<file path="src/rtl/core_run_ctrl_if.sv">
// ---------------------------------------------------------------------------
// core_run_ctrl_if
// Purpose : bundles the run/debug sequencer's control and status signals so
//           the sequencer and the core top (or a testbench) share one port.
// Modports:
//   master - drives start/halt_req/step_req, breakpoint setup, pc and instr;
//            observes the gating and status outputs.
//   slave  - the sequencer side (core_run_ctrl).
// Signals :
//   start, halt_req, step_req  run/halt/step requests
//   bp_en, bp_addr             breakpoint compare enable and address
//   pc, instr                  current PC and fetched instruction
//   pc_en, wr_en               PC-load and architectural write gates
//   state, halted, halt_cause  sequencer status
//   retired_cnt                instructions retired since reset
// ---------------------------------------------------------------------------
interface core_run_ctrl_if #(
  parameter int CNT_W = 32
);
  logic             start;
  logic             halt_req;
  logic             step_req;
  logic             bp_en;
  logic [31:0]      bp_addr;
  logic [31:0]      pc;
  logic [31:0]      instr;
  logic             pc_en;
  logic             wr_en;
  logic [1:0]       state;
  logic             halted;
  logic [1:0]       halt_cause;
  logic [CNT_W-1:0] retired_cnt;

  modport master (
    output start, halt_req, step_req, bp_en, bp_addr, pc, instr,
    input  pc_en, wr_en, state, halted, halt_cause, retired_cnt
  );

  modport slave (
    input  start, halt_req, step_req, bp_en, bp_addr, pc, instr,
    output pc_en, wr_en, state, halted, halt_cause, retired_cnt
  );
endinterface

</file>
<file path="src/rtl/core_run_ctrl.sv">
// ---------------------------------------------------------------------------
// core_run_ctrl
// Purpose : run/debug sequencer for the single-cycle RISC-V core. Gates the PC
//           update and the register-file/data-memory write enables so the core
//           can idle, free-run, halt on request, halt on a breakpoint or ECALL,
//           and single-step.
// Ports   :
//   clk    - core clock, all state updates on the rising edge
//   reset  - synchronous active-high reset
//   bus    - core_run_ctrl_if.slave (requests, breakpoint, pc/instr in;
//            pc_en/wr_en gates, state, halted, halt_cause, retired_cnt out)
// Config  : define CORE_RUN_CTRL_RETIRE_CNT_EN to build the retired-instruction
//           counter; without it retired_cnt is tied to zero and no counter
//           flops exist.
// ---------------------------------------------------------------------------
module core_run_ctrl #(
  parameter int          CNT_W      = 32,
  parameter logic [31:0] ECALL_WORD = 32'h0000_0073
) (
  input logic           clk,
  input logic           reset,
  core_run_ctrl_if.slave bus
);

  typedef enum logic [1:0] {
    IDLE = 2'b00,
    RUN  = 2'b01,
    STEP = 2'b10,
    HALT = 2'b11
  } state_e;

  localparam logic [1:0] CAUSE_NONE  = 2'b00;
  localparam logic [1:0] CAUSE_EXT   = 2'b01;
  localparam logic [1:0] CAUSE_BP    = 2'b10;
  localparam logic [1:0] CAUSE_ECALL = 2'b11;

  state_e           state_q;
  logic             halted_q;
  logic [1:0]       haltCause_q;
  logic             skipBp_q;
  logic             bpHit;
  logic             ecallHit;
  logic             pcEn;
  logic [CNT_W-1:0] retiredCnt;

  // Hit detection and execution gating. skipBp_q masks the breakpoint for the
  // first cycle after a resume so the core can step off the halting address.
  // A STEP cycle always executes, whatever the instruction or address.
  always_comb begin
    bpHit    = bus.bp_en & (bus.pc == bus.bp_addr) & ~skipBp_q;
    ecallHit = (bus.instr == ECALL_WORD);
    pcEn     = ((state_q == RUN) & ~bpHit & ~ecallHit & ~bus.halt_req)
             | (state_q == STEP);
  end

  // Sequencer FSM. halted and halt_cause are registered alongside the state
  // so they change on the same edge. In RUN the halt sources are checked
  // external request first, then ECALL, then breakpoint.
  always_ff @(posedge clk) begin
    if (reset) begin
      state_q     <= IDLE;
      halted_q    <= 1'b0;
      haltCause_q <= CAUSE_NONE;
      skipBp_q    <= 1'b0;
    end else begin
      case (state_q)
        IDLE: begin
          if (bus.start) begin
            state_q <= RUN;
          end
        end
        RUN: begin
          skipBp_q <= 1'b0;
          if (bus.halt_req) begin
            state_q     <= HALT;
            halted_q    <= 1'b1;
            haltCause_q <= CAUSE_EXT;
          end else if (ecallHit) begin
            state_q     <= HALT;
            halted_q    <= 1'b1;
            haltCause_q <= CAUSE_ECALL;
          end else if (bpHit) begin
            state_q     <= HALT;
            halted_q    <= 1'b1;
            haltCause_q <= CAUSE_BP;
          end
        end
        HALT: begin
          if (bus.start) begin
            state_q     <= RUN;
            halted_q    <= 1'b0;
            haltCause_q <= CAUSE_NONE;
            skipBp_q    <= 1'b1;
          end else if (bus.step_req) begin
            state_q  <= STEP;
            halted_q <= 1'b0;
          end
        end
        STEP: begin
          state_q  <= HALT;
          halted_q <= 1'b1;
        end
        default: begin
          state_q <= IDLE;
        end
      endcase
    end
  end

`ifdef CORE_RUN_CTRL_RETIRE_CNT_EN
  logic [CNT_W-1:0] retiredCnt_q;

  // Retired-instruction counter: one count per executed instruction, wrapping
  // silently at all-ones.
  always_ff @(posedge clk) begin
    if (reset) begin
      retiredCnt_q <= '0;
    end else if (pcEn) begin
      retiredCnt_q <= retiredCnt_q + 1'b1;
    end
  end

  assign retiredCnt = retiredCnt_q;
`else
  assign retiredCnt = '0;
`endif

  assign bus.pc_en       = pcEn;
  assign bus.wr_en       = pcEn;
  assign bus.state       = state_q;
  assign bus.halted      = halted_q;
  assign bus.halt_cause  = haltCause_q;
  assign bus.retired_cnt = retiredCnt;

endmodule

</file>
<file path="src/flat_wrapper.sv">
// flat-port wrapper written by rule: the top's interface ports become plain ports
module core_run_ctrl_flat 
#(
  parameter int          CNT_W      = 32,
  parameter logic [31:0] ECALL_WORD = 32'h0000_0073
)
  (clk, reset, bus_start, bus_halt_req, bus_step_req, bus_bp_en, bus_bp_addr, bus_pc, bus_instr, bus_pc_en, bus_wr_en, bus_state, bus_halted, bus_halt_cause, bus_retired_cnt);
  core_run_ctrl_if #(.CNT_W(CNT_W)) bus_i ();
  input logic clk;
  input logic reset;
  input wire logic [$bits(bus_i.start)-1:0] bus_start;
  input wire logic [$bits(bus_i.halt_req)-1:0] bus_halt_req;
  input wire logic [$bits(bus_i.step_req)-1:0] bus_step_req;
  input wire logic [$bits(bus_i.bp_en)-1:0] bus_bp_en;
  input wire logic [$bits(bus_i.bp_addr)-1:0] bus_bp_addr;
  input wire logic [$bits(bus_i.pc)-1:0] bus_pc;
  input wire logic [$bits(bus_i.instr)-1:0] bus_instr;
  output wire logic [$bits(bus_i.pc_en)-1:0] bus_pc_en;
  output wire logic [$bits(bus_i.wr_en)-1:0] bus_wr_en;
  output wire logic [$bits(bus_i.state)-1:0] bus_state;
  output wire logic [$bits(bus_i.halted)-1:0] bus_halted;
  output wire logic [$bits(bus_i.halt_cause)-1:0] bus_halt_cause;
  output wire logic [$bits(bus_i.retired_cnt)-1:0] bus_retired_cnt;
  assign bus_i.start = bus_start;
  assign bus_i.halt_req = bus_halt_req;
  assign bus_i.step_req = bus_step_req;
  assign bus_i.bp_en = bus_bp_en;
  assign bus_i.bp_addr = bus_bp_addr;
  assign bus_i.pc = bus_pc;
  assign bus_i.instr = bus_instr;
  assign bus_pc_en = bus_i.pc_en;
  assign bus_wr_en = bus_i.wr_en;
  assign bus_state = bus_i.state;
  assign bus_halted = bus_i.halted;
  assign bus_halt_cause = bus_i.halt_cause;
  assign bus_retired_cnt = bus_i.retired_cnt;
  core_run_ctrl #(.CNT_W(CNT_W), .ECALL_WORD(ECALL_WORD)) u_core (.clk(clk), .reset(reset), .bus(bus_i));
endmodule
</file>
<file path="config.mk">
export PLATFORM = sky130hd
export DESIGN_NAME = core_run_ctrl_flat
export DESIGN_NICKNAME = d
export VERILOG_FILES = /design/src/rtl/core_run_ctrl_if.sv /design/src/rtl/core_run_ctrl.sv /design/src/flat_wrapper.sv
export SDC_FILE = /design/constraint.sdc
export NUM_CORES = 1
export LEC_CHECK = 0
export BUFFER_PORTS_ARGS = -buffer_cell sky130_fd_sc_hd__buf_2
export CORE_UTILIZATION = 32
export CTS_BUF_LIST = sky130_fd_sc_hd__clkbuf_16
export DETAILED_ROUTE_END_ITERATION = 10
export HOLD_SLACK_MARGIN = 0.1
export PLACE_DENSITY = 0.8
export SYNTH_ARGS = -nofsm -noshare
export SYNTH_HDL_FRONTEND = slang
export SYNTH_SLANG_ARGS = --single-unit
</file>
<file path="constraint.sdc">
create_clock -name clk -period 2.1 [get_ports clk]
set_clock_uncertainty 0.1 [all_clocks]
set_input_delay 0.105 -clock clk [delete_from_list [all_inputs] [get_ports clk]]
set_output_delay 0.105 -clock clk [all_outputs]
set_load 0.01 [all_outputs]
</file>
==> run_results.csv, run 1 <==
group,metric,value,unit
run_status,status,"finished, final reports clean",
synth,ys_ff_latch,6,
worst_hold_path,min_from,"bus_start",
cts,clk_pin_slew_worst_paths,0.04,ns
sta,rsz0062_at_grt,"false",
cts,cts_tree,"built",
die,die_area,3720,sq um
worst_setup_path,reg2regPathDepth,4,
worst_setup_path,path_depth,4,
sta,setup-tns-final,0,ns
sta,drv_slew,0,
worst_setup_path,crit_fanout,4,
synth,syn_inst,140,
route,drt-initial-drc-count,33,
synth,yosys.cell_types.count,32,
die,start_util,0.333,
layout,antenna_cells,0,
pwr,p_sw,0.327,mW
worst_setup_path,crit_family,"simple AND/OR/NAND/NOR gates",
synth,synth-seq-area-share,0.108,
route,drtAntennaViolNets,0,
sta,period_share,0.914,
cts,cts_sinks,6,
worst_setup_path,cp_data_required_time,1.89,ns
worst_setup_path,crit_path_end,"bus_wr_en",
grt,antenna_found_initial,0,
grt,grt_first_pass_wirelength,3.82,mm
placement,gp_congestion,0.749,
layout,nets,359,
pwr,pwr-share-seq,0.179,
worst_setup_path,timing.rr.end,"u_core.bus.halt_cause[1]",
flow_run,cap_violations,0,
cts,cts_buffers,3,
placement,dp.cells,292,
cts,clock_latency,0.23,ns
pwr,internal-power,0.625,mW
layout,drive_above_1_share,0.476,
synth,syn_area_per_cell,7.95,sq um
route,route.detailed.drc,0,
grt,grt_max_degree,11,
sta,final_hold_viol_count,0,
die,row_count,21,
worst_setup_path,timing.rr.start,"u_core.bus.state[0]",
sta,fmax,0.521,GHz
synth,yosysWarnings,0,
grt,use_met2,0.275,
cts,clk_path_buf_depth,2,
grt,top_usage_layer,"met2",
synth,syn_area,1110,sq um
worst_setup_path,reg2reg_slack,0.20,ns
die,die_x,61.0,microns
pwr,p_sw_frac,0.343,
route,totalWireLength,2.93,mm
die,die_h,61.0,microns
route,num_vias,1260,
route,post_drt_wl_per_cell,9.89,microns
worst_setup_path,crit_arrival,1.71,ns
worst_setup_path,critPathLaunch,"u_core.bus.state[0]",
layout,n_fill_cell,347,
pwr,pwr-share-clk,0.330,
worst_setup_path,cp-end-kind,"output port",
grt,grtUsageTotal,0.139,
worst_setup_path,path_cells,"ha_1, or3b_2, o21bai_1, buf_2",
route,viasPerCell,4.26,
pwr,p_per_area,571,nW/um^2
grt,use_met1,0.155,
cts,cts_root_buf,"clkbuf_16",
worst_hold_path,hold_path_class,"primary input to flop",
sta,holdWs,0.131,ns
worst_setup_path,crit_slowest_cell,"or3b_2",
sta,period_minus_slack,1.92,ns
worst_setup_path,crit_buf_inv,1,
sta,setup_violations,0,
worst_setup_path,crit_type,"flop to output port",
worst_setup_path,start_kind,"flop",
grt,grt_use_met3,0.00853,
layout,area_growth,49.9,%
pwr,power_frac_comb,0.491,
pwr,p_leak,0.938,nW
placement,dp_hpwl,2.63,mm
grt,grt_pass1_vias,1052,
die,core,3340,sq um
worst_setup_path,slowest_delay,0.50,ns
route,drt_pass1_iterations,4,
grt,grt-ovfl-total,0,
die,pin_count,141,
cts,htree_num_levels,1,
cts,cts_resized,0,
pwr,ir_drop,337,uV
placement,io_buffers,108,
layout,fin_cells,296,
==> logic make-up (layout without fill, tap and decap cells) <==
family | after synthesis | in the layout | share of synthesized area
DFF | 6 | 6 | 0.108
AOI/OAI and AO/OA | 11 | 11 | 0.0720
buffers and inverters | 41 | 120 | 0.250
and+or+nand+nor | 43 | 43 | 0.240
xor gates and xnor gates | 29 | 29 | 0.228
muxes | 4 | 4 | 0.0427
other | 1 | 32 | 0.00337
adders and majority gates | 5 | 5 | 0.0562
==> routing by layer <==
metal,share of wire,routed length (microns),vias to the layer above
met2,0.53,1560,70
met5,0,0,-
li1,-,-,633
met4,0.011,33,0
met3,0.073,215,6
met1,0.38,1120,551
==> placed cells by master, fill, tap and decap left out, drive strengths merged <==
| master | count |
|---|---|
| inv | 7 |
| mux2 | 3 |
| o22ai | 1 |
| o21ai | 3 |
| buf | 109 |
| nor4b | 1 |
| xor2 | 27 |
| o21bai | 1 |
| ha | 5 |
| nand3 | 1 |
| a222oi | 1 |
| conb | 32 |
| a31o | 1 |
| nand4 | 3 |
| dfxtp | 6 |
| nor3 | 4 |
| xnor2 | 2 |
| mux2i | 1 |
| nand2 | 7 |
| nor4 | 12 |
| a21oi | 3 |
| clkbuf | 3 |
| nor4bb | 1 |
| o2111a | 1 |
| dlygate4sd3 | 1 |
| or3b | 1 |
| nor2b | 4 |
| nand2b | 3 |
| nor2 | 6 |
==> per-stage QoR <==
| stage | power [mW] | utilization | worst slack, ns | area, sq um |
|---|---|---|---|---|
| after floorplan | 0.496 | - | 0.257 | 1230 |
| after global placement | 0.623 | 0.474 | 0.203 | 1580 |
| after detailed placement | 0.635 | 0.474 | 0.170 | 1580 |
| after CTS | 0.956 | 0.500 | 0.172 | 1670 |
| after global routing | 1.02 | 0.500 | 0.101 | 1670 |
| final | 0.952 | 0.500 | 0.182 | 1670 |
==> worst reg2reg max path, cell delays in order (launching register included) <==
cell	delay [ns]
dfxtp_1	0.40
ha_1	0.20
or3b_2	0.50
o21ai_1	0.22
mux2_1	0.36
==> timing repair <==
item / in CTS / in global routing
hold endpoints to repair: 1 / 0
setup buffers: 0 / 0
hold buffers: 1 / 0
==> area by class of cell <==
| cell class | instances | area, sq um | share of cell area |
|---|---|---|---|
| Sequential cell | 6 | 120 | 0.0720 |
| Tap cell | 46 | 57.6 | 0.0345 |
| Inverter | 7 | 26.3 | 0.0158 |
| Multi-Input combinational cell | 124 | 831 | 0.498 |
| Clock buffer | 3 | 75.1 | 0.0450 |
| Timing Repair Buffer | 110 | 558 | 0.335 |
==> cells in the mapped netlist <==
library cell,n,area share
buf_4,33,0.22
xor2_1,27,0.21
nor4_1,9,0.051
inv_1,7,0.024
nand2_1,7,0.024
dfxtp_1,6,0.11
nor2_1,6,0.020
ha_1,5,0.056
nor2b_1,4,0.022
nor3_1,4,0.018
a21oi_1,3,0.013
nand2b_1,3,0.017
nand4_1,3,0.017
mux2_1,2,0.020
nor4_2,2,0.022
o21ai_1,2,0.0090
xnor2_1,2,0.016
a222oi_1,1,0.0090
a31o_2,1,0.0079
clkbuf_1,1,0.0034
conb_1,1,0.0034
mux2_4,1,0.013
mux2i_1,1,0.0090
nand3_1,1,0.0045
nor4_4,1,0.019
nor4b_1,1,0.0079
nor4bb_1,1,0.0090
o2111a_1,1,0.010
o21ai_0,1,0.0045
o21bai_1,1,0.0068
o22ai_2,1,0.011
or3b_2,1,0.0079
==> flip-flops by register name, summed over array words and instances, names as in the netlist <==
register / flops
u_core.bus.state: 2
u_core.bus.halted: 1
u_core.skipBp_q: 1
u_core.bus.halt_cause: 2
==> power groups by stage <==
stage	clock, mW	sequential [mW]	combinational (mW)
3_5_place_dp	0	0.169	0.466
6_report	0.314	0.170	0.468
4_1_cts	0.313	0.171	0.472
3_3_place_gp	0	0.168	0.455
5_1_grt	0.324	0.175	0.524
2_1_floorplan	0	0.184	0.312
==> worst min-delay path by stage <==
stage               cells after the start  slack (ns)               to
floorplan                               2        0.19  u_core.skipBp_q
finish                                  3        0.13  u_core.skipBp_q
global route                            3        0.14  u_core.skipBp_q
global placement                        2        0.31  u_core.skipBp_q
detailed placement                      2        0.31  u_core.skipBp_q
CTS                                     3        0.13  u_core.skipBp_q
(Power assumes the default switching activity.)
==> run 2, diff against run 1 <==
CTS_BUF_LIST = default   (was sky130_fd_sc_hd__clkbuf_16)
==> run_results.csv, run 2 (synthesized netlist as in run 1, its figures left out) <==
group,metric,value,unit
run_status,status,"finished, final reports clean",
route,post_drt_wl_per_cell,9.66,microns
route,num_vias,1256,
route,route.detailed.drc,0,
layout,register_area,120,sq um
worst_setup_path,timing.rr.end,"u_core.bus.halt_cause[1]",
die,die_area,3720,sq um
die,start_util,0.333,
sta,fmax,0.519,GHz
pwr,total_power,0.747,mW
layout,multi_input_area,831,sq um
grt,antenna_found_initial,0,
cts,htree_num_levels,1,
worst_hold_path,hold_path_class,"primary input to flop",
grt,grt-ovfl-total,0,
layout,mostFrequentLayoutCells,"108 x buf_2, 32 x conb_1, 27 x xor2_1",
worst_setup_path,crit_fanout,4,
route,drt_pass1_iterations,4,
layout,n_fill_cell,354,
layout,design_area,1630,sq um
die,pin_count,141,
worst_setup_path,timing.rr.start,"u_core.bus.state[0]",
worst_setup_path,start_kind,"flop",
worst_setup_path,cp-end-kind,"output port",
layout,layout_commonest_cell,"buf_2",
sta,holdWs,0.120,ns
cts,cts_sinks,6,
grt,grt_max_degree,11,
flow_run,cap_violations,0,
die,die_h,61.0,microns
layout,drive_above_1_share,0.474,
sta,setup_violations,0,
worst_hold_path,min_from,"bus_start",
cts,cts_buffers,3,
cts,post_cts_buffers,0,
grt,grt_pass1_vias,1026,
cts,cts_resized,0,
layout,nets,360,
placement,dp.cells,292,
cts,clk_pin_slew_worst_paths,0.05,ns
sta,period_share,0.917,
route,totalWireLength,2.87,mm
die,row_count,21,
layout,fin_cells,297,
pwr,p_leak,0.922,nW
grt,grtUsageTotal,0.138,
layout,antenna_cells,0,
cts,cts_root_buf,"clkbuf_4",
layout,utilization,0.487,
worst_hold_path,worstHoldEndpoint,"u_core.bus.state[1]",
sta,worst_slack,0.174,ns
sta,final_hold_viol_count,0,
pwr,p_per_area,459,nW/um^2
worst_setup_path,cp_data_required_time,1.89,ns
worst_setup_path,reg2reg_slack,0.25,ns
sta,setup-tns-final,0,ns
grt,grt_first_pass_wirelength,3.71,mm
worst_hold_path,whs_path_depth,3,
cts,cts_hold_buf,2,
sta,drv_slew,0,
layout,area_growth,46.1,%
placement,place_ws,0.170,ns
cts,clock_latency,0.26,ns
die,core,3340,sq um
worst_setup_path,crit_type,"flop to output port",
placement,placed_area,1580,sq um
route,drtAntennaViolNets,0,
placement,dp_hpwl,2.63,mm
worst_setup_path,reg2regPathDepth,4,
pwr,ir_drop,271,uV
sta,period_minus_slack,1.93,ns
die,die_x,61.0,microns
route,drt-initial-drc-count,35,
worst_setup_path,crit_arrival,1.72,ns
cts,clk_path_buf_depth,2,
placement,gp_congestion,0.749,
sta,rsz0062_at_grt,"false",
placement,io_buffers,108,
route,viasPerCell,4.23,
cts,cts_tree,"built",
run 2: cell types whose count changed in the layout (fill, tap and decap cells not counted):
cell,previous run,this run
dlygate4sd3_1,1,2
clkbuf_4,0,3
clkbuf_16,3,0
run 2: area by class of cell:
type,count,area share
inverter,7,0.0162
tap,46,0.0354
timing repair buffer,111,0.349
multi-input combinational,124,0.511
clock buffer,3,0.0139
sequential,6,0.0739
run 2: power breakdown:
group	switching, mW	total, mW	internal, mW
registers	0.0214	0.168	0.147
clock network	0.0479	0.113	0.0651
logic	0.232	0.466	0.234
run 2: worst max path at each step:
stage / slack [ns] / to / startpoint
6_report: 0.17 / bus_wr_en / u_core.bus.state[0]
3_3_place_gp: 0.20 / u_core.bus.state[0] / bus_bp_addr[7]
4_1_cts: 0.15 / bus_wr_en / u_core.bus.state[1]
3_5_place_dp: 0.17 / u_core.bus.halt_cause[1] / bus_bp_addr[16]
2_1_floorplan: 0.26 / u_core.bus.state[0] / u_core.bus.state[1]
5_1_grt: 0.07 / bus_wr_en / u_core.skipBp_q
run 2: worst max-delay path: stages (launching register included):
cell      delay [ns]
dfxtp_1         0.38
ha_1            0.19
or3b_2          0.50
o21bai_1        0.22
buf_2           0.17
run 2: per-layer routing:
layer / vias to the layer above / part of all wire / track usage
met1: 546 / 0.38 / 0.153
met3: 5 / 0.080 / 0.0149
li1: 633 / - / -
met4: 0 / 0.017 / 0.0682
met2: 72 / 0.53 / 0.257
met5: - / 0 / 0
